<file path="src/rtl/encoder_8to3_seq.sv">
// encoder_8to3_seq: edge-captured active-low requests served one at a time as a 3-bit code over valid/ready
module encoder_8to3_seq #(
    parameter bit PRIO_HIGH = 1'b1
) (
    input  logic       clk,
    input  logic       rst,
    input  logic       en,
    input  logic [7:0] Y_n,
    input  logic       rdy,
    output logic       A,
    output logic       B,
    output logic       C,
    output logic       vld,
    output logic       multi,
    output logic       ovf
);
    typedef enum logic {IDLE, HOLD} state_t;
    state_t state;
    logic [7:0] y_q, pend, fall, set, served;
    logic [2:0] win;
    logic live, accept;
    // live masks the first cycle after reset so a line held low through reset is not an edge
    always_comb begin
        fall = live ? (y_q & ~Y_n) : '0;
        set = en ? fall : '0;
        accept = (state == HOLD) && rdy;
        served = accept ? (8'b1 << {A, B, C}) : '0;
        win = '0;
        for (int i = 0; i < 8; i++) begin
            if (PRIO_HIGH && pend[i]) win = 3'(i);
            if (!PRIO_HIGH && pend[7-i]) win = 3'(7 - i);
        end
    end
    always_ff @(posedge clk) begin
        if (rst) begin
            y_q <= 8'hFF;
            live <= 1'b0;
            pend <= '0;
            {A, B, C} <= 3'b000;
            vld <= 1'b0;
            multi <= 1'b0;
            ovf <= 1'b0;
            state <= IDLE;
        end else begin
            y_q <= Y_n;
            live <= 1'b1;
            pend <= (pend & ~served) | set;
            if (|(set & pend & ~served)) ovf <= 1'b1;
            if (state == IDLE) begin
                if (|pend) begin
                    {A, B, C} <= win;
                    multi <= |(pend & (pend - 8'd1));
                    vld <= 1'b1;
                    state <= HOLD;
                end
            end else if (rdy) begin
                vld <= 1'b0;
                state <= IDLE;
            end
        end
    end
endmodule

</file>
<file path="config.mk">
export PLATFORM = sky130hd
export DESIGN_NAME = encoder_8to3_seq
export DESIGN_NICKNAME = d
export VERILOG_FILES = /design/src/rtl/encoder_8to3_seq.sv
export SDC_FILE = /design/constraint.sdc
export NUM_CORES = 1
export LEC_CHECK = 0
export CAP_MARGIN = 20
export CORE_MARGIN = 10
export CORE_UTILIZATION = 40
export CTS_CLUSTER_DIAMETER = 100
export DETAILED_ROUTE_END_ITERATION = 8
export GPL_TIMING_DRIVEN = 1
export PLACE_DENSITY_LB_ADDON = 0.25
export SKIP_CTS_REPAIR_TIMING = 1
export SYNTH_ARGS = -nofsm -noshare
export SYNTH_HDL_FRONTEND = slang
export SYNTH_SLANG_ARGS = --single-unit
</file>
<file path="constraint.sdc">
create_clock -name clk -period 1.1 [get_ports clk]
set_input_delay 0.275 -clock clk [delete_from_list [all_inputs] [get_ports clk]]
set_output_delay 0.275 -clock clk [all_outputs]
set_load 0.02 [all_outputs]
</file>
==> metrics.yaml, run 1 <==
status: "complete, but fails checks"
failing_checks: "negative setup slack"
total_leakage_power_nw: 0.615
grt_pass1_wl_um: 4370
port_buffers: 17
worst-endpoint-required_ps: 1330
synth_cells: 113
time_the_final_worst_path_needs_with_i_o_delays_and_setup_ps: 1270
critPathSlowestCell: "sky130_fd_sc_hd__dfxtp_4"
final_cell_count_no_fill: 181
synth_cell_types: 34
endpoint_of_the_worst_register_to_register_path: "ovf"
timing.critical_path.slowest_cell_delay_ps: 400
finClkSkew_ps: 6.90
worst_slew_pin_slew_ps: 259
power.switching_mw: 0.616
yosysSeqAreaShare: 0.464
share_of_post_route_cells_with_drive_strength_above_1: 0.437
fp-row-count: 18
swShare: 0.274
final_antenna_net_count: 0
internal_power_mw: 1.63
synth_async_sr_flop_share: 0
residual_drc_count: 0
layout.cells.most_common_list: "20 x sky130_fd_sc_hd__buf_4, 15 x sky130_fd_sc_hd__a21oi_1, 14 x sky130_fd_sc_hd__dfxtp_1"
die_area_mm2: 0.00502
power.density_mw_per_mm2: 1460
layout_commonest_cell: "sky130_fd_sc_hd__buf_4"
period_share: 1.16
clock_power_share: 0.289
synth-adder-area-share: 0
initial_standard_cell_utilization_of_the_core: 0.418
clkTransAtPathRegs_ps: 140
root_buffer: "sky130_fd_sc_hd__clkbuf_4"
comb_power_share: 0.253
main_synth_ff_type: "sky130_fd_sc_hd__dfxtp_1"
maxClockFrequency_ghz: 0.787
clock_path_buffers: 2
main_combinational_cell_family_by_area_after_synthesis: "simple AND/OR/NAND/NOR gates"
fillers: 227
synth_enable_flop_cells: 0
r2r_setup_slack_ps: -170
synth_compound_gate_area_share: 0.242
drt-vias-per-instance: 5.25
timing.reg2reg.worst_path_depth: 5
synth_top_cell_by_area: "sky130_fd_sc_hd__dfxtp_1"
yosys.area_share.simple: 0.243
timing.rr.start: "C"
synth.cell_area_mm2: 0.00103
antenna_violations_before_repair: 0
grt_pass1_vias: 986
tritoncts.num_buffers: 3
core_area_mm2: 0.00248
num-nets-final: 164
globalRouteTotalUtil: 0.103
cts-htree-levels: 1
drv_cap: 0
total_wire_length_um: 2470
synthDominantCellAreaShare: 0.464
area_growth_syn_to_layout_pct: 49.0
dp_cells: 175
timing.critical_path.to: "ovf"
final_setup_tns_ps: -933
slew_violations: 0
finalHoldViolCount: 0
seq_power_share: 0.458
cts_tree: "yes"
drt_first_iter_violations: 22
max_slew_margin: 0.827
hold_ws_ps: 411
number_of_inserted_diodes: 0
cts.sinks: 24
setup_violations: 10
post_synth_xor_area_fraction: 0.0169
place.gp.congestion: 0.819
postSynthRegisterBits: 24
worst-setup-path-type: "flop to flop"
yosys-mux-area-fraction: 0
layout.core_utilization: 0.622
die_extent_in_y_um: 70.9
synth.net_count: 125
ir_drop_v: 0.000960
setup.worst_path.start: "C"
post-dp-hpwl_um: 2000
top_post_synthesis_cells_by_area: "sky130_fd_sc_hd__dfxtp_1 46%, sky130_fd_sc_hd__a21oi_1 7.3%, sky130_fd_sc_hd__nand3b_1 6.5%"
timing.final.ws_setup_ps: -171
timing.hold.worst.class: "input pin to flop"
clk-insertion-delay-late_ps: 330
setup.worst_path.start_class: "flop"
path_max_fanout: 6
post_synth.cell_area_avg_um2: 9.16
crit_arrival_ps: 1500
drtPass1Iterations: 4
wl_per_cell_um: 13.7
cp_cell_instances: "buf_6 -> o31ai_4 -> o22ai_2 -> nor4_2 -> a21oi_1"
ys_warn_count: 0
endpoint_kind: "flop"
num_io_pins: 18
post-layout-total-power_mw: 2.25
vias: 951
rsz_0062_raised_after_global_routing: "yes"
largest_net_degree_at_the_start_of_global_routing: 15
grt_overflow: 0
die_width_um: 70.9
power by group through the flow:
| stage | clock (mW) | combinational [mW] | sequential, mW |
|---|---|---|---|
| after floorplan | 0 | 0.242 | 1.07 |
| after global placement | 0 | 0.505 | 1.03 |
| after detailed placement | 0 | 0.511 | 1.03 |
| after CTS | 0.668 | 0.513 | 1.01 |
| after global routing | 0.697 | 0.621 | 1.04 |
| final | 0.649 | 0.569 | 1.03 |
logic make-up (layout without fill, tap and decap cells):
| family | after synthesis | count (layout) |
|---|---|---|
| compound gates | 39 | 39 |
| xor+xnor | 2 | 2 |
| buf+inv | 8 | 46 |
| flops | 24 | 24 |
| simple gates | 40 | 40 |
how the worst min path moves through the flow:
stage          endpoint  cells past startpoint  slack, ps  from
3_5_place_dp        vld                      1        450   vld
2_1_floorplan      live                      1        340   rst
4_1_cts             vld                      1        490   vld
6_report            vld                      3        410   rdy
3_3_place_gp        vld                      1        450   vld
5_1_grt             vld                      3        440   rdy
metrics by stage:
step,worst slack (ps),area (um^2)
after global placement,-696,1400
final,-171,1540
after global routing,-236,1540
after detailed placement,-739,1400
after floorplan,-124,1070
after CTS,-551,1450
Yosys cell counts, drive strengths merged (2+ instances only):
library cell  instances
nand2                 4
dfxtp                24
nor2                  8
inv                   4
nor3b                 2
buf                   2
nand3b               10
a21oi                16
or2                   8
and2                  2
o21ai                10
clkbuf                2
nor4                  2
o21a                  2
o31ai                 3
nand2b                3
routing by layer:
| layer | track usage | vias up | part of all wire |
|---|---|---|---|
| li1 | - | 483 | - |
| met1 | 0.113 | 449 | 0.42 |
| met2 | 0.178 | 15 | 0.50 |
| met3 | 0.0293 | 4 | 0.051 |
| met4 | 0.0516 | 0 | 0.026 |
| met5 | 0 | - | 0 |
registers in the layout (all words and copies together) (netlist names):
signal  count
B           1
A           1
vld         1
state       1
C           1
y_q         8
pend        8
multi       1
ovf         1
live        1
worst max-delay path: cells and delay by family (launching register included):
family | cells | cell delay [ps]
AO/OA/AOI/OAI | 3 | 490
flip-flops | 1 | 400
AND/OR/NAND/NOR | 1 | 170
buffers and inverters | 1 | 130
layout make-up:
type / instances / area [um^2] / area share
Clock inverter: 1 / 30.0 / 0.0195
Timing Repair Buffer: 38 / 329 / 0.213
Clock buffer: 3 / 22.5 / 0.0146
Tap cell: 30 / 37.5 / 0.0244
Inverter: 4 / 15.0 / 0.00974
Sequential cell: 24 / 500 / 0.325
Multi-Input combinational cell: 81 / 607 / 0.394
Power figures use the tool's default switching activity.
==> run 2, diff against run 1 <==
Settings changed: CAP_MARGIN 20 to not set.
==> results of run 2 <==
No change in the layout: final DEF, timing and power equal those of run 1.
==> run 3, diff against run 2 <==
Settings changed: CORE_MARGIN 10 to 1.5, SKIP_LAST_GASP set to 1.
==> metrics.yaml, run 3 (synthesis results as in run 1) <==
grt_pass1_vias: 804  # was 986
rsz_0062_raised_after_global_routing: "yes"  # unchanged
crit_arrival_ps: 1510  # was 1500 ps
port_buffers: 17  # unchanged
slew_violations: 0  # unchanged
finClkSkew_ps: 4.80  # was 6.90 ps
clock_path_buffers: 2  # unchanged
total_wire_length_um: 2380  # was 2470 um
cp_cell_instances: "nand2b_1 -> o21ai_1 -> nor2_1 -> nor4_1 -> a21oi_1"  # was buf_6 -> o31ai_4 -> o22ai_2 -> nor4_2 -> a21oi_1
timing.final.ws_setup_ps: -199  # was -171 ps
max_slew_margin: 0.829  # was 0.827
footprint_of_the_multi_input_gates_um2: 601  # was 607 um^2
setup_violations: 9  # was 10
die_width_um: 53.9  # was 70.9 um
timing.reg2reg.worst_path_depth: 5  # unchanged
timing.critical_path.slowest_cell_delay_ps: 380  # was 400 ps
residual_drc_count: 0  # unchanged
dp_cells: 174  # was 175
endpoint_kind: "flop"  # unchanged
fp-row-count: 18  # unchanged
groute.layer.met3.usage: 0.0250  # was 0.0293
finalHoldViolCount: 0  # unchanged
post-dp-hpwl_um: 1650  # was 2000 um
layout.cells.most_common_list: "18 x sky130_fd_sc_hd__buf_4, 14 x sky130_fd_sc_hd__a21oi_1, 13 x sky130_fd_sc_hd__dfxtp_1"  # was 20 x sky130_fd_sc_hd__buf_4, 15 x sky130_fd_sc_hd__a21oi_1, 14 x sky130_fd_sc_hd__dfxtp_1
maxClockFrequency_ghz: 0.770  # was 0.787 GHz
failing_checks: "negative setup slack"  # unchanged
met2_usage: 0.280  # was 0.178
area_growth_syn_to_layout_pct: 48.5  # was 49.0%
num-nets-final: 162  # was 164
tritoncts.num_buffers: 3  # unchanged
endpoint_of_the_worst_register_to_register_path: "ovf"  # unchanged
critPathSlowestCell: "sky130_fd_sc_hd__dfxtp_2"  # was sky130_fd_sc_hd__dfxtp_4
place.gp.congestion: 0.883  # was 0.819
globalRouteTotalUtil: 0.170  # was 0.103
grt_pass1_wl_um: 3530  # was 4370 um
die_area_mm2: 0.00290  # was 0.00502 mm^2
power.density_mw_per_mm2: 1430  # was 1460 mW/mm^2
num_io_pins: 18  # unchanged
final_cell_count_no_fill: 179  # was 181
timing.critical_path.buf_inv: 0  # was 1
period_share: 1.18  # was 1.16
worst-endpoint-required_ps: 1310  # was 1330 ps
worst_slew_pin_slew_ps: 256  # was 259 ps
hold_ws_ps: 433  # was 411 ps
cts_tree: "yes"  # unchanged
ir_drop_v: 0.000989  # was 0.000960 V
layout_commonest_cell: "sky130_fd_sc_hd__buf_4"  # unchanged
seq_area_um2: 499  # was 500 um^2
clkTransAtPathRegs_ps: 140  # about the same
path_max_fanout: 6  # unchanged
total_leakage_power_nw: 0.633  # was 0.615 nW
wl_per_cell_um: 13.3  # was 13.7 um
root_buffer: "sky130_fd_sc_hd__clkbuf_4"  # unchanged
worst-setup-path-type: "flop to flop"  # unchanged
grt_overflow: 0  # unchanged
drv_cap: 0  # unchanged
number_of_inserted_diodes: 0  # unchanged
status: "complete, but fails checks"  # unchanged
layout.core_utilization: 0.626  # was 0.622
initial_standard_cell_utilization_of_the_core: 0.422  # was 0.418
post-layout-total-power_mw: 2.20  # was 2.25 mW
timing.rr.start: "B"  # was C
vias: 930  # was 951
busiest_layer: "met2"  # unchanged
setup.worst_path.start: "B"  # was C
antenna_violations_before_repair: 0  # unchanged
share_of_post_route_cells_with_drive_strength_above_1: 0.403  # was 0.437
core_area_mm2: 0.00245  # was 0.00248 mm^2
drt-vias-per-instance: 5.20  # was 5.25
die_extent_in_y_um: 53.9  # was 70.9 um
registers_with_the_most_flip_flops: "pend x8, y_q x8"  # unchanged
drt_first_iter_violations: 17  # was 22
setup.worst_path.start_class: "flop"  # unchanged
cts-htree-levels: 1  # unchanged
cp_num_cells: 5  # unchanged
final_antenna_net_count: 0  # unchanged
crit_family: "simple AND/OR/NAND/NOR gates"  # was compound AO/OA/AOI/OAI gates
largest_net_degree_at_the_start_of_global_routing: 20  # was 15
clk-insertion-delay-late_ps: 310  # was 330 ps
global_route.usage.met1: 0.223  # was 0.113
timing.hold.worst.class: "input pin to flop"  # unchanged
fillers: 211  # was 227
cts.sinks: 24  # unchanged
time_the_final_worst_path_needs_with_i_o_delays_and_setup_ps: 1300  # was 1270 ps
dp_slack_ps: -701  # was -739 ps
timing.critical_path.to: "ovf"  # unchanged
r2r_setup_slack_ps: -200  # was -170 ps
drtPass1Iterations: 4  # unchanged
[run 3: power by group]
part	leakage [nW]	switching, mW	internal (mW)
combinational	0.402	0.258	0.284
clock	0.0279	0.267	0.368
sequential	0.203	0.0767	0.948
total	0.633	0.602	1.60
[run 3: worst reg2reg max path, delay by kind of cell (launching register included)]
kind             cells  cell delay, ps
AND/OR/NAND/NOR      3             490
flip-flops           1             380
AO/OA/AOI/OAI        2             330
[run 3: worst min-delay path by stage]
stage          cells past startpoint   start      end
6_report                           3     rdy      vld
5_1_grt                            3     rdy      vld
4_1_cts                            2  y_q[3]  pend[3]
3_5_place_dp                       1     vld      vld
3_3_place_gp                       1     vld      vld
2_1_floorplan                      1     rst     live
[run 3: layout make-up]
type	instances	area share
multi-input cells	81	0.391
flip-flops and latches	24	0.325
repair buffers	36	0.216
well taps	30	0.0244
clock inverters	1	0.0195
clock buffers	3	0.0147
inverters	4	0.00977
[run 3: per-stage QoR]
step / area (um^2) / setup TNS [ps]
after floorplan: 1070 / -381
after global placement: 1400 / -6400
after detailed placement: 1400 / -6430
after CTS: 1450 / -4010
after global routing: 1540 / -1650
final: 1540 / -1100
[run 3: per-layer routing]
layer | part of all wire | vias up
met5 | 0 | -
met4 | 0.013 | 0
met3 | 0.041 | 4
met2 | 0.50 | 23
met1 | 0.45 | 425
li1 | - | 478
